===== src/rtl/mfp_uart_transmitter_if.sv =====
// ----------------------------------------------------------------------------
// mfp_uart_transmitter_if : byte write handshake into the UART TX FIFO (rev 1.0)
// ----------------------------------------------------------------------------
`default_nettype none

interface mfp_uart_transmitter_if;
  logic [7:0] byte_data;
  logic       byte_valid;
  logic       byte_ready;

  modport master (output byte_data, output byte_valid, input  byte_ready);
  modport slave  (input  byte_data, input  byte_valid, output byte_ready);
endinterface

`default_nettype wire


===== src/rtl/mfp_uart_transmitter.sv =====
// ----------------------------------------------------------------------------
// mfp_uart_transmitter : FIFO-buffered 8N1/8N2 UART TX; MFP_UART_TX_PARITY_EN adds 8E1/8O1 (rev 1.0)
// ----------------------------------------------------------------------------
`default_nettype none

module mfp_uart_transmitter #(
  parameter int CLOCK_FREQUENCY        = 50000000,
  parameter int BAUD_RATE              = 9600,
  parameter int CLOCK_CYCLES_IN_SYMBOL = CLOCK_FREQUENCY / BAUD_RATE,
  parameter int STOP_BITS              = 1,
  parameter int FIFO_DEPTH             = 4
`ifdef MFP_UART_TX_PARITY_EN
  ,
  parameter bit PARITY_ODD             = 1'b0
`endif
) (
  input  wire logic             clock,
  input  wire logic             reset_n,
  mfp_uart_transmitter_if.slave byte_if,
  output logic                  tx,
  output logic                  busy
);

  localparam int AW = $clog2(FIFO_DEPTH);
  localparam int BW = $clog2(CLOCK_CYCLES_IN_SYMBOL);

  typedef enum logic [2:0] {
    S_IDLE   = 3'd0,
    S_START  = 3'd1,
    S_DATA   = 3'd2,
`ifdef MFP_UART_TX_PARITY_EN
    S_PARITY = 3'd3,
`endif
    S_STOP   = 3'd4
  } state_t;

  logic [7:0]    fifo_mem_q [FIFO_DEPTH];
  logic [AW:0]   wr_ptr_q, wr_ptr_d;
  logic [AW:0]   rd_ptr_q, rd_ptr_d;
  state_t        state_q;
  logic [BW-1:0] baud_q;
  logic [2:0]    bit_q;
  logic [7:0]    shift_q;
  logic          tx_q;

  logic          w_empty, w_full, w_push, w_pop;
  logic          w_baud_done, w_last_stop;
  logic [7:0]    w_head;

  // Extra pointer MSB separates full (MSBs differ) from empty (pointers equal).
  assign w_empty     = (wr_ptr_q == rd_ptr_q);
  assign w_full      = (wr_ptr_q[AW] != rd_ptr_q[AW]) &&
                       (wr_ptr_q[AW-1:0] == rd_ptr_q[AW-1:0]);
  assign w_push      = byte_if.byte_valid && !w_full;
  assign w_baud_done = (baud_q == BW'(CLOCK_CYCLES_IN_SYMBOL - 1));
  assign w_last_stop = (bit_q == 3'(STOP_BITS - 1));
  assign w_head      = fifo_mem_q[rd_ptr_q[AW-1:0]];
  assign w_pop       = !w_empty &&
                       ((state_q == S_IDLE) ||
                        ((state_q == S_STOP) && w_baud_done && w_last_stop));

  assign wr_ptr_d = wr_ptr_q + {{AW{1'b0}}, w_push};
  assign rd_ptr_d = rd_ptr_q + {{AW{1'b0}}, w_pop};

  assign byte_if.byte_ready = !w_full;
  assign tx                 = tx_q;
  assign busy               = (state_q != S_IDLE) || !w_empty;

  always_ff @(posedge clock or negedge reset_n) begin
    if (!reset_n) begin
      wr_ptr_q <= '0;
      rd_ptr_q <= '0;
    end else begin
      wr_ptr_q <= wr_ptr_d;
      rd_ptr_q <= rd_ptr_d;
    end
  end

  always_ff @(posedge clock) begin
    if (w_push) begin
      fifo_mem_q[wr_ptr_q[AW-1:0]] <= byte_if.byte_data;
    end
  end

`ifdef MFP_UART_TX_PARITY_EN
  logic parity_q;

  always_ff @(posedge clock or negedge reset_n) begin
    if (!reset_n) begin
      parity_q <= 1'b0;
    end else if (w_pop) begin
      parity_q <= (^w_head) ^ PARITY_ODD;
    end
  end
`endif

  // tx is registered from the current state, so the line trails the FSM by one clock.
  always_ff @(posedge clock or negedge reset_n) begin
    if (!reset_n) begin
      state_q <= S_IDLE;
      baud_q  <= '0;
      bit_q   <= '0;
      shift_q <= '0;
      tx_q    <= 1'b1;
    end else begin
      case (state_q)
        S_IDLE: begin
          tx_q <= 1'b1;
          if (w_pop) begin
            shift_q <= w_head;
            baud_q  <= '0;
            bit_q   <= '0;
            state_q <= S_START;
          end
        end
        S_START: begin
          tx_q <= 1'b0;
          if (w_baud_done) begin
            baud_q  <= '0;
            state_q <= S_DATA;
          end else begin
            baud_q <= baud_q + BW'(1);
          end
        end
        S_DATA: begin
          tx_q <= shift_q[0];
          if (w_baud_done) begin
            baud_q  <= '0;
            shift_q <= {1'b0, shift_q[7:1]};
            if (bit_q == 3'd7) begin
              bit_q   <= '0;
`ifdef MFP_UART_TX_PARITY_EN
              state_q <= S_PARITY;
`else
              state_q <= S_STOP;
`endif
            end else begin
              bit_q <= bit_q + 3'd1;
            end
          end else begin
            baud_q <= baud_q + BW'(1);
          end
        end
`ifdef MFP_UART_TX_PARITY_EN
        S_PARITY: begin
          tx_q <= parity_q;
          if (w_baud_done) begin
            baud_q  <= '0;
            bit_q   <= '0;
            state_q <= S_STOP;
          end else begin
            baud_q <= baud_q + BW'(1);
          end
        end
`endif
        S_STOP: begin
          tx_q <= 1'b1;
          if (w_baud_done) begin
            baud_q <= '0;
            if (w_last_stop) begin
              bit_q <= '0;
              // Chaining straight into START keeps queued frames back-to-back.
              if (w_pop) begin
                shift_q <= w_head;
                state_q <= S_START;
              end else begin
                state_q <= S_IDLE;
              end
            end else begin
              bit_q <= bit_q + 3'd1;
            end
          end else begin
            baud_q <= baud_q + BW'(1);
          end
        end
        default: begin
          tx_q    <= 1'b1;
          baud_q  <= '0;
          bit_q   <= '0;
          state_q <= S_IDLE;
        end
      endcase
    end
  end

endmodule

`default_nettype wire


===== src/flat_wrapper.sv =====
// flat-port wrapper written by rule: the top's interface ports become plain ports
module mfp_uart_transmitter_flat 
#(
  parameter int CLOCK_FREQUENCY        = 50000000,
  parameter int BAUD_RATE              = 9600,
  parameter int CLOCK_CYCLES_IN_SYMBOL = CLOCK_FREQUENCY / BAUD_RATE,
  parameter int STOP_BITS              = 1,
  parameter int FIFO_DEPTH             = 4

)
  (clock, reset_n, tx, busy, byte_if_byte_data, byte_if_byte_valid, byte_if_byte_ready);
  mfp_uart_transmitter_if byte_if_i ();
  input  wire logic clock;
  input  wire logic reset_n;
  output logic tx;
  output logic busy;
  input wire logic [$bits(byte_if_i.byte_data)-1:0] byte_if_byte_data;
  input wire logic [$bits(byte_if_i.byte_valid)-1:0] byte_if_byte_valid;
  output wire logic [$bits(byte_if_i.byte_ready)-1:0] byte_if_byte_ready;
  assign byte_if_i.byte_data = byte_if_byte_data;
  assign byte_if_i.byte_valid = byte_if_byte_valid;
  assign byte_if_byte_ready = byte_if_i.byte_ready;
  mfp_uart_transmitter #(.CLOCK_FREQUENCY(CLOCK_FREQUENCY), .BAUD_RATE(BAUD_RATE), .CLOCK_CYCLES_IN_SYMBOL(CLOCK_CYCLES_IN_SYMBOL), .STOP_BITS(STOP_BITS), .FIFO_DEPTH(FIFO_DEPTH)) u_core (.clock(clock), .reset_n(reset_n), .byte_if(byte_if_i), .tx(tx), .busy(busy));
endmodule

===== config.mk =====
export PLATFORM = sky130hd
export DESIGN_NAME = mfp_uart_transmitter_flat
export DESIGN_NICKNAME = d
export VERILOG_FILES = /design/src/rtl/mfp_uart_transmitter_if.sv /design/src/rtl/mfp_uart_transmitter.sv /design/src/flat_wrapper.sv
export SDC_FILE = /design/constraint.sdc
export NUM_CORES = 1
export LEC_CHECK = 0
export BUFFER_PORTS_ARGS = -buffer_cell sky130_fd_sc_hd__buf_4
export CORE_ASPECT_RATIO = 1.1
export CORE_MARGIN = 2
export CORE_UTILIZATION = 46
export DETAILED_ROUTE_END_ITERATION = 12
export GPL_TIMING_DRIVEN = 0
export PLACE_DENSITY = 0.72
export SLEW_MARGIN = 40
export SYNTH_ARGS = -nofsm -noshare
export SYNTH_HDL_FRONTEND = slang
export SYNTH_SLANG_ARGS = --single-unit

===== constraint.sdc =====
create_clock -name clock -period 2.7 [get_ports clock]
set_input_delay 0.27 -clock clock [delete_from_list [all_inputs] [get_ports clock]]
set_output_delay 0.27 -clock clock [all_outputs]
set_load 0.01 [all_outputs]

==> results of run 1 <==
-- synthesized netlist by cell type, drive strengths merged --
library cell and n:
o32a 1, and2 1, o221ai 1, a31o 1, a22o 3, nand3 7
o31ai 1, nand2b 5, a21oi 8, nor3 13, a21o 2, and3 2
o21ai 19, nand4 2, nor4 1, nor2 11, inv 8, buf 7
or3 3, or4b 2, nand3b 1, a31oi 8, o21a 1, nor3b 1
or3b 1, mux4 8, mux2i 9, xor2 2, clkbuf 2, dfrtp 33
nor2b 1, mux2 2, ha 8, nand2 24, o211a 1, dfstp 1
edfxtp 32, xnor2 5
-- through the flow --
stage                     instance area (um2)  worst slack, ps  hold slack, ps
after global routing                     3483            267.1           113.5
final                                    3483            426.5           131.4
after detailed placement                 3229            482.5           251.2
after global placement                   3224            95.24           247.1
after floorplan                          3024            553.6          -25.59
after CTS                                3481            389.7           113.3
-- critical path: cells and delay by family (launching register included) --
| kind | cells | cell delay, ps |
|---|---|---|
| XOR/XNOR | 1 | 220 |
| buffers and inverters | 4 | 710 |
| flip-flops | 1 | 390 |
| AND/OR/NAND/NOR | 2 | 350 |
-- sequential cells by signal, summed over array words and instances (netlist names) --
register           flops
u_core.baud_q         13
u_core.bit_q           3
u_core.fifo_mem_q     32
u_core.rd_ptr_q        3
u_core.shift_q         8
u_core.state_q         3
u_core.tx              1
u_core.wr_ptr_q        3
-- layout make-up --
class                   instances  area share, %
clock buffers                   9          3.556
plain buffers                   9          1.293
clock inverters                 7          3.376
well taps                      82          2.945
inverters                       8         0.8621
multi-input cells             155          32.83
flip-flops and latches         66          52.05
repair buffers                 14          3.089
-- per-layer routing --
layer | GRT usage (%) | vias to the layer above
met4 | 8.475 | 0
met1 | 20.93 | 941
met3 | 3.838 | 6
li1 | - | 941
met2 | 28.09 | 31
met5 | 0 | -
-- final timing paths --
path / start / to / slack [ps] / cells past startpoint
worst min register to register: u_core.wr_ptr_q[2] / u_core.wr_ptr_q[2] / 480 / 1
max in group asynchronous: reset_n / u_core.tx / 1950 / 2
worst max register to register: u_core.baud_q[5] / u_core.bit_q[1] / 520 / 5
min in group asynchronous: reset_n / u_core.bit_q[0] / 420 / 2
worst max-delay path: u_core.rd_ptr_q[1] / busy / 430 / 7
worst min-delay path: byte_if_byte_data[4] / u_core.fifo_mem_q[3][4] / 130 / 1
-- repair_timing --
| action | 4_1_cts | 5_1_grt |
|---|---|---|
| setup endpoints to repair | 0 | 0 |
| buffers inserted | 0 | 0 |
| endpoints found under the hold margin | 33 | 0 |
| hold buffers | 1 | 0 |
-- report_power, final --
group / internal (W) / total, W / switching (W)
Combinational: 0.000544 / 0.00123 / 0.000681
Clock: 0.000613 / 0.000995 / 0.000382
Sequential: 0.00135 / 0.00150 / 0.000152
Total: 0.00251 / 0.00372 / 0.00121
-- kinds of logic after synthesis --
logic type / synth area share (%)
DFF: 59.95
muxes: 9.681
adders and majority gates: 3.310
xor gates and xnor gates: 2.027
AOI/OAI and AO/OA: 9.557
buffers and inverters: 2.483
and+or+nand+nor: 12.99
==> out/results.txt, run 1 <==
Via density -> 5.483
synth top area cells -> edfxtp_1 (32%), dfrtp_1 (27%), mux4_2 (6.0%)
pin count of the biggest net entering global routing -> 35
number of synthesis warnings -> 0
fraction of layout cells with a size suffix above 1 -> 21.27%
ANT cells -> 0
Max H-tree Level -> 3
Distinct cells, synth -> 45
Worst Max-Slew Pin Slew -> 773.9 ps
synthesis-stage register bit count -> 66
CTS Root Cell -> clkbuf_8
Die X -> 81.31 um
outcome -> completed
Rows -> 31
Leak Pwr -> 1.386 nW
Max-cap violations -> 0
most frequent cells in the layout -> dfrtp_1 (33), edfxtp_1 (32), nand2_1 (24), buf_4 (14)
post-route ant nets -> 0
CP arrival -> 2000 ps
DRC -> 0
crit path cell chain -> buf_2 > xnor2_1 > nand3_1 > nor2b_1 > buf_2 > inv_2 > buf_4
Mapped Area -> 3024 um2
fin cells -> 350
CTS resizes -> 0
maximum vdd ir drop -> 568.9 uV
routed vias -> 1,919
die area -> 7240 um2
die extent in y -> 89.04 um
Slew Viols, Final -> 0
Highest Signal Layer -> met4
Slew headroom -> 48.21%
skew final -> 9.320 ps
Multi-input gate area -> 1144 um2
DP HPWL -> 3570 um
initial antenna violation count -> 0
Final Hold Fails -> 0
clock buffer depth -> 2
Mapped Cells -> 238
final core occ -> 53.78%
Num CTS Buffers -> 9
top cell type by total area after synthesis -> edfxtp_1
gpl congestion -> 0.8521
Total Power -> 0.003723 W
Final min period -> 2274 ps
Core ar. -> 6477 um2
Crit. End Element -> output port
WP data required -> 2430 ps
clock sink count -> 66
Setup Viol. Count Final -> 0
Port Buffers -> 13
area grow syn2layout -> 15.18%
initial DRC count -> 126
Register Area -> 1813 um2
# placed instances -> 333
Post-Route WL -> 5325 um
top-area cell type share of the netlist area -> 31.77%
Initial Util -> 46.69%
fill count -> 508
wire per inst -> 15.21 um
post-synthesis sequential area ratio -> 59.95%
Fmax -> 0.4399 GHz
Clk pin slew, worst setup/hold paths -> 80 ps
DR pass1 iterations -> 4
global-route wire length before repair -> 9032 um
nets@finish -> 282
CP Class -> register to output port
commonest non-fill, non-tap cell in the layout -> dfrtp_1
crit-path most repeated cell -> buf_2
Hold Path Class -> input port to register
TritonCTS clock tree -> built
final period utilization -> 84.20%
Max stage delay on crit path -> 390 ps
DR WL met3 -> 166 um
Crit Path Max Fanout -> 10
routed wl met2 -> 2720 um
Critical Path Slowest Stage Cell -> dfrtp_1
syn_area_per_cell -> 12.71 um2
IO Pins -> 14
vias in the first global route -> 1,891
RSZ-0062 raised after global routing -> false
gr ovfl total -> 0
setup TNS -> 0 ps
metal1 wirelength -> 2373 um
Critical Path Start Type -> register
total power divided by cell area -> 1069 nW/um2
GRT Overall Usage -> 16.95%
syn_nets -> 257
worst skew pair latency -> 330 ps
(Power assumes the default switching activity.)
==> run 2, diff against run 1 <==
--- a/config.mk
+++ b/config.mk
@@ -11,7 +11,7 @@
 export CORE_UTILIZATION = 46
 export DETAILED_ROUTE_END_ITERATION = 12
 export GPL_TIMING_DRIVEN = 0
-export PLACE_DENSITY = 0.72
+export PLACE_DENSITY = 0.74
 export SLEW_MARGIN = 40
 export SYNTH_ARGS = -nofsm -noshare
 export SYNTH_HDL_FRONTEND = slang
==> constraint.sdc (replaced) <==
create_clock -name clock -period 2 [get_ports clock]
set_input_delay 0.2 -clock clock [delete_from_list [all_inputs] [get_ports clock]]
set_output_delay 0.2 -clock clock [all_outputs]
set_load 0.01 [all_outputs]
==> out/results.txt, run 2 (same netlist as run 1, synthesis figures left out) <==
outcome -> finished with violations (was completed)
failing checks -> negative setup slack
max reg flops -> 32 (unchanged)
GRT Overall Usage -> 18.37% (was 16.95%)
IO Pins -> 14 (unchanged)
CP endpoint -> u_core.bit_q[1] (was busy)
die extent in y -> 89.04 um (unchanged)
Final min period -> 2084 ps
Post-Route WL -> 6195 um (was 5325 um)
Num CTS Buffers -> 9 (unchanged)
skew final -> 11.52 ps (was 9.320 ps)
WP data required -> 2220 ps (was 2430 ps)
Max stage delay on crit path -> 590 ps (was 390 ps)
Port Buffers -> 13 (unchanged)
DR pass1 iterations -> 4 (unchanged)
Critical Path Slowest Stage Cell -> or4b_4 (was dfrtp_1)
ANT cells -> 0 (unchanged)
Worst Reg2Reg Path Length in Cells -> 5 (unchanged)
Fmax -> 0.4799 GHz
maximum vdd ir drop -> 993.1 uV (was 568.9 uV)
Placed Area -> 3229 um2 (unchanged)
worst reg2reg startpoint -> u_core.baud_q[3] (was u_core.baud_q[5])
die area -> 7240 um2 (unchanged)
Die X -> 81.31 um (unchanged)
Clk pin slew, worst setup/hold paths -> 80 ps (about the same)
commonest non-fill, non-tap cell in the layout -> buf_4 (was dfrtp_1)
TritonCTS clock tree -> built (unchanged)
reg-to-reg endpoint -> u_core.bit_q[1] (unchanged)
post-route ant nets -> 0 (unchanged)
beginning of the critical path -> u_core.baud_q[3] (was u_core.rd_ptr_q[1])
Design Area, Final -> 3874 um2 (was 3483 um2)
Worst Max-Slew Pin Slew -> 486.9 ps (was 773.9 ps)
final core occ -> 59.80% (was 53.78%)
Crit. End Element -> register (was output port)
gpl congestion -> 0.7811 (was 0.8521)
initial DRC count -> 147 (was 126)
Max H-tree Level -> 3 (unchanged)
initial antenna violation count -> 0 (unchanged)
Leak Pwr -> 1.555 nW (was 1.386 nW)
Crit Path Max Fanout -> 4 (was 10)
routed vias -> 2,102 (was 1,919)
wire per inst -> 16.52 um (was 15.21 um)
total power divided by cell area -> 1466 nW/um2 (was 1069 nW/um2)
gr ovfl total -> 0 (unchanged)
worst reg-to-reg setup slack -> -80 ps (was 520 ps)
Initial Util -> 46.69% (unchanged)
clock buffer depth -> 2 (unchanged)
nets@finish -> 307 (was 282)
WHS -> 50.83 ps (was 131.4 ps)
CTS Root Cell -> clkbuf_8 (unchanged)
Setup Viol. Count Final -> 13 (was 0)
Slew Viols, Final -> 0 (unchanged)
Max-cap violations -> 0 (unchanged)
final period utilization -> 104.2%
Hold Path Class -> input port to register (unchanged)
Core ar. -> 6477 um2 (unchanged)
final worst slack -> -83.74 ps (was 426.5 ps)
setup TNS -> -554.5 ps (was 0 ps)
DRC -> 0 (unchanged)
global-route wire length before repair -> 9687 um (was 9032 um)
Rows -> 31 (unchanged)
CP arrival -> 2310 ps (was 2000 ps)
pin count of the biggest net entering global routing -> 35 (unchanged)
area grow syn2layout -> 28.09% (was 15.18%)
Final Hold Fails -> 0 (unchanged)
Critical Path Start Type -> register (unchanged)
worst skew pair latency -> 350 ps (was 330 ps)
Slew headroom -> 67.54% (was 48.21%)
most frequent cells in the layout -> buf_4 (37), edfxtp_1 (32), dfrtp_1 (31), nand2_1 (18), nor3_1 (11) (was dfrtp_1 (33), edfxtp_1 (32), nand2_1 (24), buf_4 (14))
CP Class -> register to register (was register to output port)
RSZ-0062 raised after global routing -> true (was false)
DP HPWL -> 3637 um (was 3570 um)
crit path cell chain -> or4b_4 > nor3_4 > o21ai_2 > a21oi_2 > mux2_4 (was buf_2 > xnor2_1 > nand3_1 > nor2b_1 > buf_2 > inv_2 > buf_4)
clock sink count -> 66 (unchanged)
Via density -> 5.605 (was 5.483)
vias in the first global route -> 2,105 (was 1,891)
fraction of layout cells with a size suffix above 1 -> 37.88% (was 21.27%)
Place WS -> -241.9 ps (was 482.5 ps)
==> run 2: cell types whose count changed in the layout (fill, tap and decap cells not counted), moves of 5 or more <==
cell     change
buf_2        -5
nand2_1      -6
buf_6        +6
nand2_2      +6
o21ai_1      -7
buf_4       +23
o21ai_2      +7
==> run 2: power breakdown <==
group / switching (W) / internal (W)
combinational: 0.00118 / 0.00119
clock: 0.000527 / 0.000699
sequential: 0.000264 / 0.00183
total: 0.00197 / 0.00371
==> run 2: how the worst min path moves through the flow <==
stage / from / end / slack, ps / cells after the start
after detailed placement: reset_n / u_core.baud_q[5] / 180 / 1
after global routing: byte_if_byte_data[5] / u_core.fifo_mem_q[3][5] / 40 / 1
after CTS: byte_if_byte_data[4] / u_core.fifo_mem_q[0][4] / 40 / 1
final: byte_if_byte_data[5] / u_core.fifo_mem_q[3][5] / 50 / 1
after global placement: reset_n / u_core.state_q[1] / 180 / 1
after floorplan: reset_n / u_core.baud_q[0] / -100 / 0
==> run 2: what timing repair did <==
action / in CTS / in global routing
endpoints found under the setup margin: 52 / 50
pin swaps: 7 / 10
buffers inserted: 10 / 14
hold buffers: 1 / 0
resized for setup: 19 / 40
hold endpoints to repair: 33 / 0
gates cloned: 0 / 1
==> run 2: area by class of cell <==
class | instances | area, um2
Clock buffer | 9 | 123.9
Fill cell | 476 | 2604
Sequential cell | 66 | 1815
Inverter | 8 | 30.03
Clock inverter | 7 | 93.84
Multi-Input combinational cell | 155 | 1325
Tap cell | 82 | 102.6
Buffer | 9 | 76.32
Timing Repair Buffer | 39 | 306.5
==> run 2: critical path, delay by kind of cell (launching register included) <==
kind	cells	cell delay, ps
AOI/OAI and AO/OA	2	300
muxes	1	320
and+or+nand+nor	2	960
DFF	1	390
==> run 2: routing by layer <==
metal | global-route usage, % | routed length [um]
met1 | 21.38 | 2522
met2 | 31.15 | 3282
met3 | 3.535 | 283
met4 | 11.71 | 107
met5 | 0 | 0
==> run 2: stage by stage <==
stage,total power (W),instances
final,0.005677,375
after global routing,0.006049,375
after CTS,0.005225,360
after detailed placement,0.003730,333
after global placement,0.003661,333
after floorplan,0.003284,238
